[src/rtl/bus_pkg.sv]
// rtl/bus_pkg.sv - register offsets, CTRL bit positions and responder FSM states
package bus_pkg;

  localparam logic [1:0] REG_CTRL   = 2'd0;
  localparam logic [1:0] REG_PERIOD = 2'd1;
  localparam logic [1:0] REG_COUNT  = 2'd2;
  localparam logic [1:0] REG_STATUS = 2'd3;

  localparam int CTRL_EN    = 0;
  localparam int CTRL_AUTO  = 1;
  localparam int CTRL_IRQEN = 2;

  typedef enum logic [1:0] {IDLE, WAIT, RESP} bus_state_t;

endpackage

[src/rtl/timer_core.sv]
// rtl/timer_core.sv - prescaler, down-counter, reload and expiry flag
module timer_core #(
  parameter int PRESCALE = 50
) (
  input  logic        Clock,
  input  logic        Reset,
  input  logic        en,
  input  logic        auto,
  input  logic [15:0] period,
  input  logic        count_load,
  input  logic [15:0] load_data,
  input  logic        tick_block,
  input  logic        exp_clear,
  output logic [15:0] count,
  output logic        exp,
  output logic        en_clear
);

  localparam logic [15:0] PRE_LAST = 16'(PRESCALE - 1);

  logic [15:0] presc;
  logic        tick;
  logic        expire;

  always_comb begin
    tick     = en & (presc == PRE_LAST) & ~tick_block;
    expire   = tick & (count == 16'd0);
    en_clear = expire & ~auto;
  end

  // The prescaler keeps wrapping on a blocked tick; only the count/flag effect is dropped.
  always_ff @(posedge Clock or negedge Reset) begin
    if (!Reset) begin
      presc <= 16'd0;
    end else if (count_load) begin
      presc <= 16'd0;
    end else if (en) begin
      presc <= (presc == PRE_LAST) ? 16'd0 : presc + 16'd1;
    end
  end

  always_ff @(posedge Clock or negedge Reset) begin
    if (!Reset) begin
      count <= 16'd0;
    end else if (count_load) begin
      count <= load_data;
    end else if (tick) begin
      if (count == 16'd0) begin
        if (auto) count <= period;
      end else begin
        count <= count - 16'd1;
      end
    end
  end

  // Expiry beats a simultaneous software clear.
  always_ff @(posedge Clock or negedge Reset) begin
    if (!Reset) begin
      exp <= 1'b0;
    end else if (expire) begin
      exp <= 1'b1;
    end else if (exp_clear) begin
      exp <= 1'b0;
    end
  end

endmodule

[src/rtl/timer_responder.sv]
// rtl/timer_responder.sv - bus responder interval timer; TIMER_IRQ_EN enables Irq and CTRL.IRQEN
module timer_responder
  import bus_pkg::*;
#(
  parameter logic [15:0] BASE_ADDR   = 16'hA000,
  parameter int          WAIT_CYCLES = 1,
  parameter int          PRESCALE    = 50
) (
  input  logic        Clock,
  input  logic        Reset,
  input  logic        Read,
  input  logic        Write,
  input  logic [15:0] Addr,
  input  logic [15:0] WrData,
  output logic [15:0] RdData,
  output logic        Done,
  output logic        Irq
);

  localparam logic [3:0] WAIT_INIT = 4'((WAIT_CYCLES > 0) ? WAIT_CYCLES - 1 : 0);

  bus_state_t  state, state_nxt;
  logic [3:0]  wait_cnt;
  logic [1:0]  off_q;
  logic        wr_q;
  logic [15:0] rdata_q;

  logic        hit, enter_resp;
  logic [1:0]  cur_off;
  logic        cur_wr;
  logic        wr_ctrl, wr_period, wr_count, wr_status;
  logic [15:0] rd_val;

  logic        en, auto, irqen;
  logic [15:0] period;
  logic [15:0] count_val;
  logic        exp, en_clear;

  assign hit = (Read | Write) && (Addr[15:2] == BASE_ADDR[15:2]);

  // With zero wait states the commit edge is also the sampling edge, so use live inputs.
  assign cur_off = (state == IDLE) ? Addr[1:0] : off_q;
  assign cur_wr  = (state == IDLE) ? Write     : wr_q;

  always_comb begin
    state_nxt  = state;
    enter_resp = 1'b0;
    unique case (state)
      IDLE: begin
        if (hit) begin
          if (WAIT_CYCLES == 0) begin
            state_nxt  = RESP;
            enter_resp = 1'b1;
          end else begin
            state_nxt = WAIT;
          end
        end
      end
      WAIT: begin
        if (wait_cnt == 4'd0) begin
          state_nxt  = RESP;
          enter_resp = 1'b1;
        end
      end
      RESP:    state_nxt = IDLE;
      default: state_nxt = IDLE;
    endcase
  end

  always_ff @(posedge Clock or negedge Reset) begin
    if (!Reset) begin
      state    <= IDLE;
      wait_cnt <= 4'd0;
      off_q    <= 2'd0;
      wr_q     <= 1'b0;
    end else begin
      state <= state_nxt;
      if (state == IDLE && hit) begin
        off_q    <= Addr[1:0];
        wr_q     <= Write;
        wait_cnt <= WAIT_INIT;
      end else if (state == WAIT && wait_cnt != 4'd0) begin
        wait_cnt <= wait_cnt - 4'd1;
      end
    end
  end

  always_comb begin
    wr_ctrl   = enter_resp & cur_wr & (cur_off == REG_CTRL);
    wr_period = enter_resp & cur_wr & (cur_off == REG_PERIOD);
    wr_count  = enter_resp & cur_wr & (cur_off == REG_COUNT);
    wr_status = enter_resp & cur_wr & (cur_off == REG_STATUS);
  end

  always_ff @(posedge Clock or negedge Reset) begin
    if (!Reset) begin
      en     <= 1'b0;
      auto   <= 1'b0;
      irqen  <= 1'b0;
      period <= 16'd0;
    end else begin
      if (wr_ctrl) begin
        en    <= WrData[CTRL_EN];
        auto  <= WrData[CTRL_AUTO];
`ifdef TIMER_IRQ_EN
        irqen <= WrData[CTRL_IRQEN];
`else
        irqen <= 1'b0;
`endif
      end else if (en_clear) begin
        en <= 1'b0;
      end
      if (wr_period) period <= WrData;
    end
  end

  timer_core #(.PRESCALE(PRESCALE)) u_core (
    .Clock      (Clock),
    .Reset      (Reset),
    .en         (en),
    .auto       (auto),
    .period     (period),
    .count_load (wr_count),
    .load_data  (WrData),
    .tick_block (wr_ctrl & ~WrData[CTRL_EN]),
    .exp_clear  (wr_status & WrData[0]),
    .count      (count_val),
    .exp        (exp),
    .en_clear   (en_clear)
  );

  always_comb begin
    rd_val = 16'd0;
    case (cur_off)
      REG_CTRL:   rd_val = {13'd0, irqen, auto, en};
      REG_PERIOD: rd_val = period;
      REG_COUNT:  rd_val = count_val;
      REG_STATUS: rd_val = {15'd0, exp};
      default:    rd_val = 16'd0;
    endcase
  end

  // Holding zero outside RESP keeps RdData quiet without an output mux.
  always_ff @(posedge Clock or negedge Reset) begin
    if (!Reset) begin
      rdata_q <= 16'd0;
    end else if (enter_resp && !cur_wr) begin
      rdata_q <= rd_val;
    end else begin
      rdata_q <= 16'd0;
    end
  end

  assign RdData = rdata_q;
  assign Done   = (state == RESP);

`ifdef TIMER_IRQ_EN
  assign Irq = exp & irqen;
`else
  assign Irq = 1'b0;
`endif

endmodule

[config.mk]
export PLATFORM = sky130hd
export DESIGN_NAME = timer_responder
export DESIGN_NICKNAME = d
export VERILOG_FILES = /design/src/rtl/bus_pkg.sv /design/src/rtl/timer_core.sv /design/src/rtl/timer_responder.sv
export SDC_FILE = /design/constraint.sdc
export NUM_CORES = 1
export LEC_CHECK = 0
export CORE_MARGIN = 3
export CORE_UTILIZATION = 50
export CTS_CLUSTER_DIAMETER = 150
export DETAILED_ROUTE_END_ITERATION = 10
export PLACE_DENSITY_LB_ADDON = 0.15
export RECOVER_POWER = 100
export SLEW_MARGIN = 5
export SYNTH_ARGS = -nofsm -noshare
export SYNTH_HDL_FRONTEND = slang
export SYNTH_SLANG_ARGS = --single-unit
[constraint.sdc]
create_clock -name Clock -period 2.22 [get_ports Clock]
set_input_delay 0.444 -clock Clock [delete_from_list [all_inputs] [get_ports Clock]]
set_output_delay 0.444 -clock Clock [all_outputs]
set_load 0.01 [all_outputs]
==> impl_metrics.ini <==
[placed_design]
hpwl_mm = 7.451
dpl_worst_slack_ps = -423.6
port_buffers = 52
globalplace.congestion = 0.9085

[floorplanning]
dieArea_mm2 = 0.009021
start_util = 0.5316
dieHeight_um = 94.98
ioPinCount = 54
placementRows = 31
dieWidth_um = 94.98
core_area_mm2 = 0.007447

[worst_setup_path]
path_max_fanout = 4
worst-setup-path-type = reg2reg
required_ps = 2510
crit_arrival_ps = 2660
crit_path_start_kind = flop
cp-end-kind = flop

[sta]
finalCritPeriodShare = 1.069
final-max-slew-violation-count = 0
fmax_mhz = 421.3
fin_crit_ps = 2373
worst_pin_slew_ps = 811.1
rsz0062_at_grt = true
relSlewSlack = 0.4593
finalWorstSetupSlack_ps = -153.4
setup_violations = 33
hold_violations = 0
skew_ps = 9.642

[final_layout]
fillers = 579
regArea_mm2 = 0.001902
diodes = 0
multiInputGateArea_mm2 = 0.002103
area_growth_pct = 36.73
drive_gt1_frac = 0.2417
final_core_util = 0.7268
nets = 549

[drt]
wl_mm = 10.64
drc_errors = 0
vias = 3576
dr.pass1.iters = 5
wl_per_cell_um = 17.39
drt_first_iter_violations = 217
drtAntennaViolNets = 0
viasPerCell = 5.843

[logic_synthesis]
syn_avg_cell_area_um2 = 9.751
netlist_top_cells_area = dfrtp_1, mux2_2, a22oi_1, nor2_1, xnor2_1
synth_ff_type = dfrtp_1
synth_top_area_cell = dfrtp_1
synth_nets = 447
synth_cells = 406
synth_top_area_frac = 0.4804
synth_common_cells = dfrtp_1, nor2_1, nand2_1
synth.most_common_cell = dfrtp_1
seq_area_frac_synth = 0.4804
async_flop_share = 1.000
yosysWarnings = 0
synth_edf_count = 0
synth_area_mm2 = 0.003959
synth-seq-cells = 76
ys_types = 54

[cts]
cts_tree = done
clock_latency_ps = 350
cts_buffer_depth = 2
htreeDepth = 3
clk_pin_slew_ps = 80
cts-root-buf = clkbuf_8
cts_sinks = 76
cts_buffers = 9

[grt]
grt_overflow = 0
grt_pass1_wl_mm = 17.78
grt_pass1_vias = 3717
grt_usage = 0.2521
grt_max_degree = 39
antenna_found_initial = 0

[run_status]
outcome = finished, violations left
failed_checks = negative setup slack

[run]
max_cap_violations = 0

[worst_hold_path]
worstHoldPathType = reg2reg

[power]
powerDensity_mw_per_mm2 = 633.2
ir_worst_vdd_mv = 0.5257
power_leakage_nw = 2.427
[flip-flops by register name, indices dropped and copies added, names as in the netlist, 2 cells and up]
register,flops
u_core.presc,16
u_core.count,16
off_q,2
state,2
wait_cnt,4
RdData,16
period,16
[path summary, 6_finish.rpt]
path                                             startpoint                          end  slack, ps  cells past startpoint
worst max-delay path            u_core.presc[1]$_DFFE_PN0P_  u_core.count[0]$_DFFE_PN0P_       -150                      9
worst min-delay path                 u_core.exp$_DFFE_PN0P_       u_core.exp$_DFFE_PN0P_        520                      2
worst max register to register  u_core.presc[1]$_DFFE_PN0P_  u_core.count[0]$_DFFE_PN0P_       -150                      9
worst min register to register       u_core.exp$_DFFE_PN0P_       u_core.exp$_DFFE_PN0P_        520                      2
max in group asynchronous                             Reset  u_core.count[7]$_DFFE_PN0P_        380                      3
min in group asynchronous                             Reset        period[0]$_DFFE_PN0P_        700                      2
[layer usage]
| metal | part of all wire | track usage |
|---|---|---|
| met1 | 0.42 | 0.3107 |
| met2 | 0.53 | 0.4445 |
| met3 | 0.044 | 0.05498 |
| met4 | 0.0088 | 0.06851 |
| met5 | 0 | 0 |
[cell type report]
type / count / share of cell area
Inverter: 11 / 0.007628
Multi-Input combinational cell: 297 / 0.3886
Clock buffer: 13 / 0.03306
Clock inverter: 3 / 0.01664
Tap cell: 99 / 0.02288
Timing Repair Buffer: 113 / 0.1798
Sequential cell: 76 / 0.3514
[power breakdown]
group / internal [mW] / switching, mW
Clock: 0.870 / 0.511
Sequential: 1.46 / 0.0857
Combinational: 0.256 / 0.250
[logic make-up (layout without fill, tap and decap cells)]
logic type / after synthesis / count (layout) / share of synthesized area
and+or+nand+nor: 158 / 158 / 0.2032
AOI/OAI and AO/OA: 87 / 87 / 0.1495
DFF: 76 / 76 / 0.4804
buffers and inverters: 33 / 140 / 0.03382
muxes: 24 / 24 / 0.06764
xor gates and xnor gates: 22 / 22 / 0.04867
adders and majority gates: 5 / 5 / 0.01580
other: 1 / 1 / 0.0009473
[cells in the final DEF (no fill, tap or decap), types with 5 or more instances in the layout]
master,instances
inv_1,11
o21ai_2,6
nor3_1,16
nor2_1,46
nor2b_1,5
buf_4,45
o21ai_0,13
nand3_1,9
clkbuf_8,13
clkdlybuf4s50_1,34
nand2_1,29
xor2_1,6
a22oi_1,26
a21oi_1,13
dfrtp_1,76
dlygate4sd3_1,18
xnor2_1,16
clkbuf_1,7
nor4_1,9
ha_1,5
mux2_2,22
[per-stage QoR]
step | cell area (um2) | cells | hold slack [ps] | setup TNS [ps] | total power [mW]
global route | 5413 | 612 | 556.4 | -5506 | 3.577
detailed placement | 4957 | 589 | 313.6 | -9430 | 2.014
global placement | 4957 | 589 | 311.8 | -8370 | 1.998
finish | 5413 | 612 | 524.0 | -2067 | 3.427
CTS | 5341 | 609 | 491.3 | -3162 | 3.422
floorplan | 3978 | 406 | 148.4 | -485.6 | 1.774
[timing repair]
item                       CTS  global route
cloned                       0             1
setup endpoints to repair   20            25
resized for setup           18            20
pin swaps                   11             5
hold buffers                 1             0
setup buffers                3             2
hold endpoints to repair    12             0
[worst max-delay path, cell delays in order, from the launching register on]
cell and delay, ps:
dfrtp_1 380, inv_1 60, ha_1 130, or4b_4 470, nor4_4 170, nand3_1 150
or3_4 430, buf_6 140, or3_1 300, nand3_1 70
Power figures use the tool's default switching activity.
